<file path="config.mk">
export PLATFORM = sky130hd
export DESIGN_NAME = updown_mod_counter
export DESIGN_NICKNAME = d
export VERILOG_FILES = /design/src/rtl/counter_pkg.sv /design/src/rtl/updown_mod_counter_step_prescaler.sv /design/src/rtl/updown_mod_counter.sv
export SDC_FILE = /design/constraint.sdc
export NUM_CORES = 1
export LEC_CHECK = 0
export CORE_MARGIN = 2
export CORE_UTILIZATION = 40
export DETAILED_ROUTE_END_ITERATION = 6
export GPL_ROUTABILITY_DRIVEN = 0
export PLACE_DENSITY_LB_ADDON = 0.25
export SYNTH_ARGS = -nofsm -noshare
export SYNTH_HDL_FRONTEND = slang
export SYNTH_SLANG_ARGS = --single-unit
export TNS_END_PERCENT = 20
</file>
<file path="constraint.sdc">
create_clock -name clk -period 5.6 [get_ports clk]
set_clock_uncertainty 0.1 [all_clocks]
set_input_delay 1.12 -clock clk [delete_from_list [all_inputs] [get_ports clk]]
set_output_delay 1.12 -clock clk [all_outputs]
set_load 0.02 [all_outputs]
</file>
<file path="src/rtl/counter_pkg.sv">
// Shared definitions for the modulo up/down counter family: direction
// encodings, run/halt state type and the prescaler width helper.
package counter_pkg;

  localparam logic DIR_UP   = 1'b1;
  localparam logic DIR_DOWN = 1'b0;

  typedef enum logic {
    ST_RUN,
    ST_HALT
  } state_t;

  // A prescaler that divides by P needs to hold values 0..P-1; never narrower than 1 bit.
  function automatic int prescale_width(input int prescale);
    return (prescale <= 2) ? 1 : $clog2(prescale);
  endfunction

endpackage

</file>
<file path="src/rtl/updown_mod_counter_step_prescaler.sv">
// Enable prescaler: emits a one-cycle step after PRESCALE enabled cycles.
// Clearing restarts the division; hold freezes it.
module step_prescaler
  import counter_pkg::*;
#(
  parameter int PRESCALE = 1
) (
  input  logic clk,
  input  logic reset,
  input  logic en,
  input  logic clr,
  input  logic hold,
  output logic step
);

  generate
    if (PRESCALE == 1) begin : g_bypass
      logic unused_clk_rst;
      assign unused_clk_rst = clk ^ reset;
      assign step = en & ~clr & ~hold;
    end else begin : g_div
      localparam int PW = prescale_width(PRESCALE);
      localparam logic [PW-1:0] LAST = PW'(PRESCALE - 1);

      logic [PW-1:0] cnt_q;
      logic [PW-1:0] cnt_d;

      always_comb begin
        cnt_d = cnt_q;
        step  = 1'b0;
        if (clr) begin
          cnt_d = '0;
        end else if (!hold && en) begin
          if (cnt_q == LAST) begin
            cnt_d = '0;
            step  = 1'b1;
          end else begin
            cnt_d = cnt_q + PW'(1);
          end
        end
      end

      always_ff @(posedge clk or negedge reset) begin
        if (!reset) begin
          cnt_q <= '0;
        end else begin
          cnt_q <= cnt_d;
        end
      end
    end
  endgenerate

endmodule

</file>
<file path="src/rtl/updown_mod_counter.sv">
// Parametrised modulo up/down counter with load, prescaled enable,
// one-shot halt and a registered terminal-count pulse.
module updown_mod_counter
  import counter_pkg::*;
#(
  parameter int WIDTH     = 4,
  parameter int MAX_COUNT = (1 << WIDTH) - 1,
  parameter int RESET_VAL = MAX_COUNT,
  parameter int PRESCALE  = 1
) (
  input  logic             clk,
  input  logic             reset,
  input  logic             en,
  input  logic             dir,
  input  logic             one_shot,
  input  logic             load,
  input  logic [WIDTH-1:0] load_val,
  output logic [WIDTH-1:0] count,
  output logic             tc,
  output logic             done
);

  localparam logic [WIDTH-1:0] MAX_V = WIDTH'(MAX_COUNT);
  localparam logic [WIDTH-1:0] RST_V = WIDTH'(RESET_VAL);

  logic [WIDTH-1:0] count_q, count_d;
  state_t           state_q, state_d;
  logic             tc_q, tc_d;
  logic             done_q, done_d;
  logic             step;
  logic             at_terminal;

  step_prescaler #(
    .PRESCALE(PRESCALE)
  ) u_prescaler (
    .clk  (clk),
    .reset(reset),
    .en   (en),
    .clr  (load),
    .hold (state_q == ST_HALT),
    .step (step)
  );

  assign at_terminal = (dir == DIR_UP) ? (count_q == MAX_V) : (count_q == '0);

  // Priority: load, then halt hold, then a prescaled step.
  always_comb begin
    count_d = count_q;
    state_d = state_q;
    tc_d    = 1'b0;
    done_d  = done_q;
    if (load) begin
      count_d = (load_val > MAX_V) ? MAX_V : load_val;
      state_d = ST_RUN;
      done_d  = 1'b0;
    end else if (state_q == ST_HALT) begin
      count_d = count_q;
    end else if (step) begin
      if (at_terminal) begin
        tc_d = 1'b1;
        if (one_shot) begin
          done_d  = 1'b1;
          state_d = ST_HALT;
        end else begin
          count_d = (dir == DIR_UP) ? '0 : MAX_V;
        end
      end else begin
        count_d = (dir == DIR_UP) ? count_q + WIDTH'(1) : count_q - WIDTH'(1);
      end
    end
  end

  always_ff @(posedge clk or negedge reset) begin
    if (!reset) begin
      count_q <= RST_V;
      state_q <= ST_RUN;
      tc_q    <= 1'b0;
      done_q  <= 1'b0;
    end else begin
      count_q <= count_d;
      state_q <= state_d;
      tc_q    <= tc_d;
      done_q  <= done_d;
    end
  end

  assign count = count_q;
  assign tc    = tc_q;
  assign done  = done_q;

endmodule
</file>
# Yosys cells after proc, flatten, opt, wreduce, memory -nomap -nowiden
# Cells that the tools add are included.
# word_totals
register_bits	7
out_inout_bits	6
# classes
n_addsub	2
magnitude_cmp	1
n_eq_ne	3
mux	23
bitwise_logic	4
n_reduce_logical	6
# op_table
operator	n
2-to-1 mux 4 bit	8
2-to-1 mux 1 bit	15
nonzero test 2 bit	3
adder 4 x 1 -> 4 bit (second input constant)	1
equality test 4 bit (second input constant)	1
greater-than comparator 4 bit (second input constant)	1
logical NOT 4 bit	1
AND reduction 4 bit	1
subtractor 4 x 1 -> 4 bit (second input constant)	1
inequality test 3 bit (second input constant)	1
AND reduction 3 bit	1
AND 1 bit	2
inequality test 2 bit (second input constant)	1
inverter 1 bit	2

# Logic depth before layout (Yosys ltp)
# Gate-level depths: netlist (run 1).
# logic_depth
word_depth	6
ltp_mapped	6

# Hierarchy
# From an unflattened synthesis (run 1), not the netlist that was laid out.
# unflattened
cells_unflattened	52
area_unflattened_um2	509.2
# by_module_without_submodules
module	instances	cells_each	area_each_um2	seq_area_each_um2
updown_mod_counter	1	51	496.7	180.2
step_prescaler	1	1	12.5	0.0

# Worst setup path before layout (run 1)
# Ideal clock, no wire load.
# synth_path
path_kind	input -> register
from	input dir
to	register count_q[3] (netlist: count[3])
arrival_ns	2.340
required_ns	5.412
path_slack_ns	3.072
cell_stages	6
n_path_buf	0
path_cell_list	inv_1 > ha_1 > a21oi_1 > a21oi_1 > or3b_1 > a221oi_2
# synth_via
elab_chain_len	6
elab_cells_between_ends	10
# synth_rtl
item	line	source
from (decl)	updown_mod_counter.sv:14	input logic dir,
2-to-1 mux 4 bit	updown_mod_counter.sv:65	count_d = (dir == DIR_UP) ? '0 : MAX_V;
2-to-1 mux 4 bit	updown_mod_counter.sv:61	if (one_shot) begin
2-to-1 mux 4 bit	updown_mod_counter.sv:59	if (at_terminal) begin
2-to-1 mux 4 bit	updown_mod_counter.sv:58	end else if (step) begin
2-to-1 mux 4 bit	updown_mod_counter.sv:56	end else if (state_q == ST_HALT) begin
2-to-1 mux 4 bit	updown_mod_counter.sv:52	if (load) begin
to (signal assigned)	updown_mod_counter.sv:80	count_q <= count_d;
to (decl)	updown_mod_counter.sv:26	logic [WIDTH-1:0] count_q, count_d;
# Parallel ways exist; a longest one is shown, timed or not. The select of a mux whose other input is x is not followed.
# A chain may end at the register's enable or synchronous reset.

# Worst setup path after layout (run 1)
# Ends and elaborated chain as after synthesis.

==> summary.md, run 1 <==
| Metric | Value |
|---|---|
| Hold Path Class | `reg -> reg` |
| Most common cell after layout, fill and taps aside | `clkdlybuf4s50_1` |
| Antenna cell count | `0` |
| Antenna violations before repair | `0` |
| CTS tree | `done` |
| Status | `finished, final reports clean` |
| Final ANT Viol Nets | `0` |
| Synth warnings | `0` |
| Slew Viols, Final | `0` |
| Total power | `between 150 and 200 uW` |
| PortBufs | `15` |
| Placed cell areas | `693 um^2` |
| CP endpoint kind | `flop` |
| Total GRT Usage | `16.5%` |
| Mapped cell area | `around 550 um^2` |
| Post-Route WL | `1.16 mm` |
| Clock transition at the registers of the reported paths | `60 ps` |
| Multiplexer share of the synthesized area | `1.83%` |
| Most used cell, CP | `a21oi_1` |
| Clk_lat worst skew | `250 ps` |
| Vias in the first global route | `about 420` |
| Adder-Cell Fraction of Synth Area | `8.24%` |
| CP max stage delay | `550 ps` |
| Worst setup SP type | `input pin` |
| Hold slack | `~410 ps` |
| Full die area | `0.00168 mm^2` |
| Most frequent cells in the layout | `15 x clkdlybuf4s50_1, 6 x inv_1, 5 x a21oi_1` |
| Clock root cell | `clkbuf_4` |
| Htree depth | `1` |
| Post-synthesis sequential area ratio | `33.0%` |
| Final-report setup violation count | `0` |
| Buffers & Inverters on Critical Path | `2` |
| CTS Hold Bufs | `0` |
| Critical-path top delay cell | `clkdlybuf4s50_1` |
| Largest family of logic cells by synthesized area | `simple AND/OR/NAND/NOR gates` |
| Cell taking the most area after synthesis | `dfstp_2` |
| Syn avg cell area | `between 9 and 10 um^2` |
| Largest net degree at the start of global routing | `17` |
| CP Class | `in -> reg` |
| Synth Net Count | `72` |
| Via count | `496` |
| Io pins | `16` |
| Crit path DAT | `between 3000 and 4000 ps` |
| Tcrit/Tclk final | `53.1%` |
| Drt pass-1 iters | `4` |
| Die Ht | `41.0 um` |
| Final hold violations | `0` |
| # rows | `13` |
| Core box area | `0.00128 mm^2` |
| # nets final | `88` |
| Wire per inst | `approximately 13 um` |
| Setup TNS | `0 ps` |
| Slew @ Worst Pin | `535 ps` |
| Required @ worst endpoint | `approximately 5700 ps` |
| Gate Count Post-Synth | `between 50 and 60` |
| Place WS | `2380 ps` |
| Post-Synth Simple-Gate Area | `23.1%` |
| Overflow after GRT | `0` |
| Max_cap viols | `0` |
| CTS Buf Count | `3` |
| Post-Synth XOR/XNOR Area | `about 3.2%` |
| Power per cell area | `253 mW/mm^2` |
| Post-CTS setup buffers | `0` |
| Worst Path Max Fanout | `4` |
| Dominant cells by area after synthesis | `dfstp_2 19%, dfrtp_1 14%, a21oi_1 4.6%` |
| CP Cell Sequence | `clkdlybuf4s50_1 > inv_1 > ha_1 > a21oi_1 > a21oi_1 > or3b_1 > a221oi_2` |
| Mean number of vias per cell | `5.57` |
| Peak VDD IR | `146 uV` |
| Yosys top cell area share | `approximately a fifth` |
| Die Wd | `41.0 um` |
| First-pass GRT wire length | `1.74 mm` |
| Pleak | `~0.27 nW` |
| DRT iter0 DRCs | `4` |
| Relative slew slack | `64.2%` |
| Dpl hpwl | `859 um` |
| Layout cells sized above 1 | `16.2%` |
| Num Clock Sinks | `7` |
| Layout area overhead | `31.6%` |
| Netlist cell types | `31` |
| Crit path max-delay family | `buffers and inverters` |
| Compound-Gate Fraction of Synth Area | `between 20% and 30%` |
| Post-route DRC | `0` |
| Clock tree buffer depth | `2` |
| CTS resizes | `0` |
| Seq cells post-synth | `7` |
| RSZ-0062 raised after global routing | `false` |
| Initial core utilization | `42.6%` |
| Design Area, Final | `between 700 and 800 um^2` |
| Fin worst setup slack | `between 2000 and 3000 ps` |
| FMAX | `between 300 and 400 MHz` |
| Final min period | `2980 ps` |
## Yosys cell counts
library cell and number:
nor3_1 3, nand3_1 4, xor2_1 2, nand2_1 1
fa_1 1, or4_1 1, or3b_1 1, a2111oi_2 1
a221oi_2 1, nor2b_1 1, nor2_1 2, nand4b_1 1
nor2_4 1, o21ai_0 1, a221oi_1 2, inv_1 6
ha_1 2, and2_4 1, nor3_2 1, a21oi_1 5
o211ai_1 3, dfrtp_1 3, mux2i_1 1, nor4_1 1
dfstp_2 4, buf_6 1, clkbuf_1 3, a31oi_1 1
o311ai_0 1, o31ai_1 1, nand2b_1 2
## cell families (layout without fill, tap and decap cells)
group,after synthesis,count (layout)
adders and majority gates,3,3
xor gates and xnor gates,2,2
AOI/OAI and AO/OA,16,16
DFF,7,7
buffers and inverters,10,25
and+or+nand+nor,20,20
muxes,1,1
## area by class of cell
class | count | area (um^2)
clock buffer | 4 | 26.3
fill | 134 | 566
inverter | 6 | 22.5
multi-input combinational | 42 | 322
sequential | 7 | 180
tap | 15 | 18.8
timing repair buffer | 15 | 150
## report_power, final
group | internal, mW | switching, mW | total [mW]
Combinational | 0.0321 | 0.0332 | 0.0653
Clock | 0.0273 | 0.0201 | 0.0474
Sequential | 0.0600 | 0.00947 | 0.0694
## per-stage QoR
stage	utilization, %	instances
after floorplan	-	59
after global placement	53.9	85
after detailed placement	53.9	85
after CTS	56.0	89
after global routing	56.0	89
final	56.0	89
## worst register-to-register path: cells and delay by family (launching register included)
kind                     cells  cell delay, ps
adder cells (fa/ha/maj)      1             270
flip-flops                   1             570
AND/OR/NAND/NOR              1             360
AO/OA/AOI/OAI                3             550
## sequential cells by signal, summed over array words and instances, names as in the netlist
| name | count |
|---|---|
| count | 4 |
| done | 1 |
| state_q | 1 |
| tc | 1 |
## routing by layer
metal	wire length, um	global-route usage [%]
met1	534	19.1
met2	555	27.3
met3	56	4.89
met4	10	7.50
met5	0	0
## worst paths after layout
path / start / depth (start not counted) / endpoint / slack, ps
setup / recovery: dir / 7 / count[3] / 2620
hold / removal: done / 2 / done / 410
setup reg to reg: count[2] / 5 / count[3] / 3670
hold reg to reg: done / 2 / done / 410
max in group asynchronous: reset / 1 / count[0] / 4060
min in group asynchronous: reset / 1 / done / 1040
(Power assumes the default switching activity.)
==> run 2, diff against run 1 <==
==> constraint.sdc (replaced) <==
create_clock -name clk -period 2.8 [get_ports clk]
set_clock_uncertainty 0.1 [all_clocks]
set_input_delay 0.56 -clock clk [delete_from_list [all_inputs] [get_ports clk]]
set_output_delay 0.56 -clock clk [all_outputs]
set_load 0.02 [all_outputs]
==> results of run 2 <==
Same layout as run 1 (identical final DEF). Status: finished, final reports clean.
Main changes from that run: setup slack after placement 2380 ps -> 139 ps; setup slack after layout 2620 ps -> 384 ps; register-to-register setup slack 3670 ps -> 870 ps; total power 0.182 mW -> 0.364 mW; worst IR drop on VDD 146 uV -> 293 uV
